$ cat src/rtl/alu_pkg.sv
// -----------------------------------------------------------------------------
// alu_pkg
// Shared definitions for the RV32 execute-stage ALU:
//   - ALUControl opcode encodings (3 bits, as produced by the ALU decoder)
//   - default operand / tag widths
//   - alu_entry_t : one buffered ALU result at the default widths
// -----------------------------------------------------------------------------
package alu_pkg;

   localparam int DEF_WIDTH = 32;
   localparam int DEF_TAGW  = 5;

   localparam logic [2:0] ALU_ADD = 3'b000;
   localparam logic [2:0] ALU_SUB = 3'b001;
   localparam logic [2:0] ALU_AND = 3'b010;
   localparam logic [2:0] ALU_OR  = 3'b011;
   localparam logic [2:0] ALU_XOR = 3'b100;
   localparam logic [2:0] ALU_SLT = 3'b101;
   // 3'b110 and 3'b111 are unassigned and flagged as illegal.

   // Result entry at the default widths. Modules with overridden widths
   // declare a local struct with the same field order.
   typedef struct packed {
      logic [DEF_WIDTH-1:0] result;
      logic                 zero;
      logic                 neg;
      logic                 illegal;
      logic [DEF_TAGW-1:0]  rd;
   } alu_entry_t;

endpackage

$ cat src/rtl/alu_core.sv
// -----------------------------------------------------------------------------
// alu_core
// Purely combinational ALU: opcode + two operands -> result and flags.
// Shared between the pipelined execute stage and the single-cycle datapath.
//
// Ports:
//   alu_control  in  3      opcode (see alu_pkg)
//   src_a        in  WIDTH  operand A
//   src_b        in  WIDTH  operand B
//   result       out WIDTH  operation result (0 for illegal opcodes)
//   zero         out 1      result == 0
//   neg          out 1      result MSB
//   illegal      out 1      opcode is 110 or 111
// -----------------------------------------------------------------------------
module alu_core
   import alu_pkg::*;
#(
   parameter int WIDTH = DEF_WIDTH
) (
   input  logic [2:0]       alu_control,
   input  logic [WIDTH-1:0] src_a,
   input  logic [WIDTH-1:0] src_b,
   output logic [WIDTH-1:0] result,
   output logic             zero,
   output logic             neg,
   output logic             illegal
);

   logic lt;

   assign lt = ($signed(src_a) < $signed(src_b));

   always_comb begin
      result  = '0;
      illegal = 1'b0;
      case (alu_control)
         ALU_ADD: result = src_a + src_b;
         ALU_SUB: result = src_a - src_b;
         ALU_AND: result = src_a & src_b;
         ALU_OR:  result = src_a | src_b;
         ALU_XOR: result = src_a ^ src_b;
         ALU_SLT: result = {{(WIDTH-1){1'b0}}, lt};
         default: illegal = 1'b1;
      endcase
   end

   assign zero = (result == '0);
   assign neg  = result[WIDTH-1];

endmodule

$ cat src/rtl/alu_exec_stage.sv
// -----------------------------------------------------------------------------
// alu_exec_stage
// Execute stage of the pipelined RV32 core. Accepts {opcode, A, B, rd} over a
// valid/ready handshake, computes the result at the input and stores it into a
// 2-entry FIFO. The head entry is presented downstream with valid/ready.
// in_ready depends only on registered state, so a downstream stall never
// creates a combinational path from out_ready to in_ready.
//
// Ports:
//   clk, rst                 clock, asynchronous active-high reset
//   in_valid / in_ready      upstream handshake
//   alu_control, src_a,
//   src_b, rd_in             operation, operands, destination tag
//   flush                    synchronous flush (drops buffer and same-cycle input)
//   out_valid / out_ready    downstream handshake
//   result, zero, neg,
//   rd_out, illegal          head entry fields
// -----------------------------------------------------------------------------
module alu_exec_stage
   import alu_pkg::*;
#(
   parameter int WIDTH = DEF_WIDTH,
   parameter int TAGW  = DEF_TAGW
) (
   input  logic             clk,
   input  logic             rst,
   input  logic             in_valid,
   output logic             in_ready,
   input  logic [2:0]       alu_control,
   input  logic [WIDTH-1:0] src_a,
   input  logic [WIDTH-1:0] src_b,
   input  logic [TAGW-1:0]  rd_in,
   input  logic             flush,
   output logic             out_valid,
   input  logic             out_ready,
   output logic [WIDTH-1:0] result,
   output logic             zero,
   output logic             neg,
   output logic [TAGW-1:0]  rd_out,
   output logic             illegal
);

   typedef struct packed {
      logic [WIDTH-1:0] result;
      logic             zero;
      logic             neg;
      logic             illegal;
      logic [TAGW-1:0]  rd;
   } entry_t;

   entry_t      entry_next;
   entry_t      mem_reg [2];
   entry_t      head_entry;
   logic        head_reg, head_next;
   logic        tail_reg, tail_next;
   logic [1:0]  count_reg, count_next;
   logic        in_ready_reg;
   logic        push, pop;

   // Result is computed combinationally on the input side and captured at
   // the accepting edge.
   alu_core #(.WIDTH(WIDTH)) u_core (
      .alu_control (alu_control),
      .src_a       (src_a),
      .src_b       (src_b),
      .result      (entry_next.result),
      .zero        (entry_next.zero),
      .neg         (entry_next.neg),
      .illegal     (entry_next.illegal)
   );
   assign entry_next.rd = rd_in;

   assign in_ready  = in_ready_reg;
   assign out_valid = (count_reg != 2'd0);
   assign push      = in_valid & in_ready_reg & ~flush;
   assign pop       = out_valid & out_ready & ~flush;

   always_comb begin
      count_next = count_reg;
      head_next  = head_reg;
      tail_next  = tail_reg;
      if (flush) begin
         count_next = 2'd0;
         head_next  = 1'b0;
         tail_next  = 1'b0;
      end else begin
         if (push) tail_next = ~tail_reg;
         if (pop)  head_next = ~head_reg;
         case ({push, pop})
            2'b10:   count_next = count_reg + 2'd1;
            2'b01:   count_next = count_reg - 2'd1;
            default: count_next = count_reg;
         endcase
      end
   end

   // in_ready is registered from the next count so it reads (count < 2)
   // without any combinational dependency; held low while in reset.
   always_ff @(posedge clk or posedge rst) begin
      if (rst) begin
         count_reg    <= 2'd0;
         head_reg     <= 1'b0;
         tail_reg     <= 1'b0;
         in_ready_reg <= 1'b0;
      end else begin
         count_reg    <= count_next;
         head_reg     <= head_next;
         tail_reg     <= tail_next;
         in_ready_reg <= (count_next != 2'd2);
      end
   end

   // Entries are zeroed only by reset so the head outputs read 0 there;
   // flush leaves stale data behind, masked by out_valid.
   always_ff @(posedge clk or posedge rst) begin
      if (rst) begin
         for (int i = 0; i < 2; i++) mem_reg[i] <= '0;
      end else if (push) begin
         mem_reg[tail_reg] <= entry_next;
      end
   end

   assign head_entry = mem_reg[head_reg];
   assign result     = head_entry.result;
   assign zero       = head_entry.zero;
   assign neg        = head_entry.neg;
   assign illegal    = head_entry.illegal;
   assign rd_out     = head_entry.rd;

endmodule
$ cat config.mk
export PLATFORM = sky130hd
export DESIGN_NAME = alu_exec_stage
export DESIGN_NICKNAME = d
export VERILOG_FILES = /design/src/rtl/alu_pkg.sv /design/src/rtl/alu_core.sv /design/src/rtl/alu_exec_stage.sv
export SDC_FILE = /design/constraint.sdc
export NUM_CORES = 1
export LEC_CHECK = 0
export CAP_MARGIN = 10
export CORE_UTILIZATION = 47
export CTS_CLUSTER_DIAMETER = 60
export DETAILED_ROUTE_END_ITERATION = 10
export PLACE_DENSITY = 0.8
export SLEW_MARGIN = 20
export SYNTH_ARGS = -nofsm -noshare
export SYNTH_HDL_FRONTEND = slang
export SYNTH_HIERARCHICAL = 1
export SYNTH_SLANG_ARGS = --single-unit
$ cat constraint.sdc
create_clock -name clk -period 3.2 [get_ports clk]
set_clock_uncertainty 0.05 [all_clocks]
set_input_delay 0.8 -clock clk [delete_from_list [all_inputs] [get_ports clk]]
set_output_delay 0.8 -clock clk [all_outputs]
set_load 0.01 [all_outputs]
==> results summary <==
The flow ran to the end, but the final reports show violations. The final reports fail on setup timing. The register with the most flip-flops in the layout has 80 of them.

The sequential share of the synthesized area came out at 22.70%. The first detailed-routing pass ran for 6 iterations. The combined buffer and inverter count along the critical path is 4.

The largest individual stage delay along the critical path comes from the cell sky130_fd_sc_hd__or4b_4. The buffer levels on the longest clock path came out at 2. The total track usage is 34.55%. The initial antenna violation count came out at 0. The worst hold path belongs to the class flip-flop to flip-flop. The post-route worst setup slack is -1.300 ns. The top cell family by delay on the critical path is simple AND/OR/NAND/NOR gates. Across all hold checks on the routed design, the worst slack comes to 0.4388 ns. The clock sink total is 85. The clock network burns 18.6% of the power. The synthesized instance count is 1,098. Excluding fillers, the count of instances in the completed layout stands at 1,821. Of the cells placed in the final design, the portion with a size suffix greater than 1 is 48.07%. The tightest slew margin relative to the limit came out at 41.56%. In this run, synthesis inferred 0 flip-flops with an integrated enable. The overall via count from detail_route is 10,650. The via-per-instance ratio is 5.851. The via count of the first global-routing pass is 10,960. The commonest cells after synthesis are sky130_fd_sc_hd__mux2_2 (118), sky130_fd_sc_hd__inv_1 (104), sky130_fd_sc_hd__ha_1 (102). The shortest clock period the worst path allows after layout is 4.500 ns. STA classifies the critical path startpoint as an input pin. The internal power of the cells came out at 3.976 mW. The die boundary height is 143.2 um.

The library cell appearing most often on the critical path is sky130_fd_sc_hd__buf_4. The maximum fanout encountered on the critical timing path is 3. The die footprint is 20,500 um^2. The placed cell count is 1,770. Data on the critical path arrives at its endpoint at 4.73 ns. The total nets after synthesis is 1,279. VDD sags by at most 0.0003416 V. The final hold violation count came out at 0. Sequential cells account for 27.0% of the total power. Clock tree synthesis selected as its root buffer the cell sky130_fd_sc_hd__clkbuf_16. The clock reaches the later pin of the worst-skew pair after 0.34 ns. The total number of H-tree levels is 3. The overall power of the completed layout came out at 6.174 mW. The remaining antenna violation count is 0. The share of the synthesized area in the top cell type came out at 22.70%.

The core area came out at 19,530 um^2. The remaining routing DRC violations is 0. The count of pins over their slew limit was 0. 119 I/O pins were placed.

Summed over all layers, the global routing overflow is 0. The last weighted congestion value of the routability-driven placer is 0.9917. The number of violations reported at the end of detailed-routing iteration 0 came out at 1,043. The first global-routing pass estimated 54,990 um of wire. The static leakage power is 7.048 nW. The pin count of the biggest net entering global routing is 86.

Setup repair after global routing could not meet its margin everywhere. The half-perimeter wire length after detailed placement came out at 26,130 um. The startpoint-to-endpoint class of the critical path is input pin to flip-flop.

The number of warnings printed during yosys synthesis came out at 6. The slew at the pin with the worst max-slew slack came out at 0.8753 ns. The total number of nets in the final design is 1,732. Ranked by total cell area, the synthesized netlist is headed by sky130_fd_sc_hd__dfrtp_1 (23%), sky130_fd_sc_hd__mux2_2 (14%), sky130_fd_sc_hd__ha_1 (14%), sky130_fd_sc_hd__inv_1 (4.2%), sky130_fd_sc_hd__a21oi_1 (4.1%). The aggregate routed wire length came out at 36,310 um. The ratio of total power to cell area came out at 406.5 nW/um^2. The final standard cell utilization of the core is 77.79%. In the synthesized netlist the dominant register cell turns out to be sky130_fd_sc_hd__dfrtp_1. The die width came out at 143.2 um. The count of unique library cells instantiated by Yosys came out at 91.

For this design the total switching power over the nets is 2.198 mW. The synthesis-to-layout area growth came out at 62.13%. The count of port buffers added during placement came out at 118.

Each instance of the synthesized netlist takes up on average 8.533 um^2. The clock transition at the registers of the reported paths came out at 0.07 ns. The average wire length per cell after detail routing is 19.94 um. The initial core utilization is 47.98%.

TritonCTS built the clock tree. The cell type with the highest aggregate area in the netlist is sky130_fd_sc_hd__dfrtp_1. For this design, the CTS-stage hold fixing added 0 buffers. The placement row count came out at 51.

After synthesis, the share of flip-flops with an asynchronous set or reset is 100.0%. Setup violations remaining at the end of the flow were counted as 45. The pre-CTS setup slack is -2.073 ns.

The worst path uses 140.6% of the clock period. The count of maximum capacitance violations came out at 0. The critical path required time came out at 3.43 ns. The highest cell delay on the worst timing path is 0.50 ns.

The proportion of power drawn by combinational gates is 54.5%. The number of synthesized register bits is 85. The post-synthesis instance area came out at 9369 um^2.

The final antenna diode count came out at 0. The timing-limited maximum frequency is 222.2 MHz. TritonCTS created 9 clock buffers. STA classifies the critical path endpoint as a flip-flop.

The switching power share of the total is 35.61%. The most common cell in the synthesized netlist is sky130_fd_sc_hd__mux2_2. The critical path goes through buf_12 -> inv_12 -> ha_4 -> fa_2 -> or2_1 -> buf_4 -> a2111o_1 -> a32oi_2 -> buf_4 -> a31o_4 -> nor2_4 -> mux2i_2 -> or4b_4 -> nor4b_4 -> nand4b_1 -> and4bb_1 -> nor4bb_4 -> mux2_4.
==> metrics by stage <==
step                area, um^2  TNS [ns]
global placement         13590    -60.82
detailed placement       13590    -65.01
finish                   15190    -18.98
CTS                      14640    -19.43
global route             15190    -21.60
floorplan                 9843    -7.588
==> final timing paths <==
path                       slack (ns)  cells after the start                 endpoint                     from
hold reg to reg                  0.44                      1  mem_reg[71]$_DFFE_PP0P_  mem_reg[71]$_DFFE_PP0P_
setup reg to reg                 1.19                      6       in_ready$_DFF_PP0_       in_ready$_DFF_PP0_
min in group asynchronous        0.81                      3  mem_reg[54]$_DFFE_PP0P_                      rst
setup / recovery                -1.30                     18  mem_reg[47]$_DFFE_PP0P_                 src_a[0]
max in group asynchronous        1.90                      3  mem_reg[47]$_DFFE_PP0P_                      rst
hold / removal                   0.44                      1  mem_reg[71]$_DFFE_PP0P_  mem_reg[71]$_DFFE_PP0P_
==> cell type report <==
| type | instances | area, um^2 |
|---|---|---|
| repair buffers | 510 | 4232 |
| clock inverters | 6 | 93.84 |
| fillers | 1271 | 4337 |
| well taps | 265 | 331.6 |
| inverters | 109 | 466.7 |
| flip-flops and latches | 85 | 2127 |
| clock buffers | 10 | 229.0 |
| multi-input cells | 836 | 7710 |
==> metal layers <==
| layer | routed length, um | share of wire, % | up-vias | GRT usage, % |
|---|---|---|---|---|
| met5 | 0 | 0 | - | 0.2506 |
| met4 | 2150 | 5.9 | 0 | 21.17 |
| met3 | 2471 | 6.8 | 174 | 4.829 |
| met2 | 17840 | 49 | 563 | 60.21 |
| met1 | 13840 | 38 | 5035 | 39.96 |
| li1 | - | - | 4882 | - |
==> power groups by stage <==
| stage | Combinational, mW | Sequential (mW) | Clock, mW |
|---|---|---|---|
| after global placement | 2.84 | 1.60 | 0 |
| after global routing | 3.56 | 1.69 | 1.20 |
| final | 3.36 | 1.67 | 1.15 |
| after detailed placement | 2.91 | 1.65 | 0 |
| after CTS | 3.15 | 1.65 | 1.15 |
| after floorplan | 1.57 | 1.57 | 0 |
==> logic make-up (layout without fill, tap and decap cells) <==
logic type / after synthesis / count (layout) / share of synthesized area (%)
adder cells (fa/ha/maj): 104 / 104 / 14.05
buffers and inverters: 177 / 635 / 8.614
AO/OA/AOI/OAI: 305 / 305 / 22.34
AND/OR/NAND/NOR: 277 / 277 / 14.85
XOR/XNOR: 15 / 15 / 1.402
multiplexers: 135 / 135 / 16.04
flip-flops: 85 / 85 / 22.70
==> timing repair <==
| item | in CTS | in global routing |
|---|---|---|
| gates resized for setup | 176 | 169 |
| pin swaps | 61 | 84 |
| buffers inserted | 33 | 28 |
| setup endpoints to repair | 60 | 56 |
==> cells in the final DEF, fill, tap and decap left out, types with 24 or more instances in the layout <==
cell,instances
sky130_fd_sc_hd__nor2_1,69
sky130_fd_sc_hd__nand2_1,67
sky130_fd_sc_hd__a21oi_1,61
sky130_fd_sc_hd__clkdlybuf4s50_1,77
sky130_fd_sc_hd__inv_2,33
sky130_fd_sc_hd__buf_4,353
sky130_fd_sc_hd__o21ai_0,30
sky130_fd_sc_hd__ha_1,73
sky130_fd_sc_hd__dfrtp_1,85
sky130_fd_sc_hd__o211ai_1,34
sky130_fd_sc_hd__ha_4,27
sky130_fd_sc_hd__mux2_2,96
sky130_fd_sc_hd__inv_1,65
sky130_fd_sc_hd__buf_6,39
sky130_fd_sc_hd__mux2_4,24
Power figures use the tool's default switching activity.
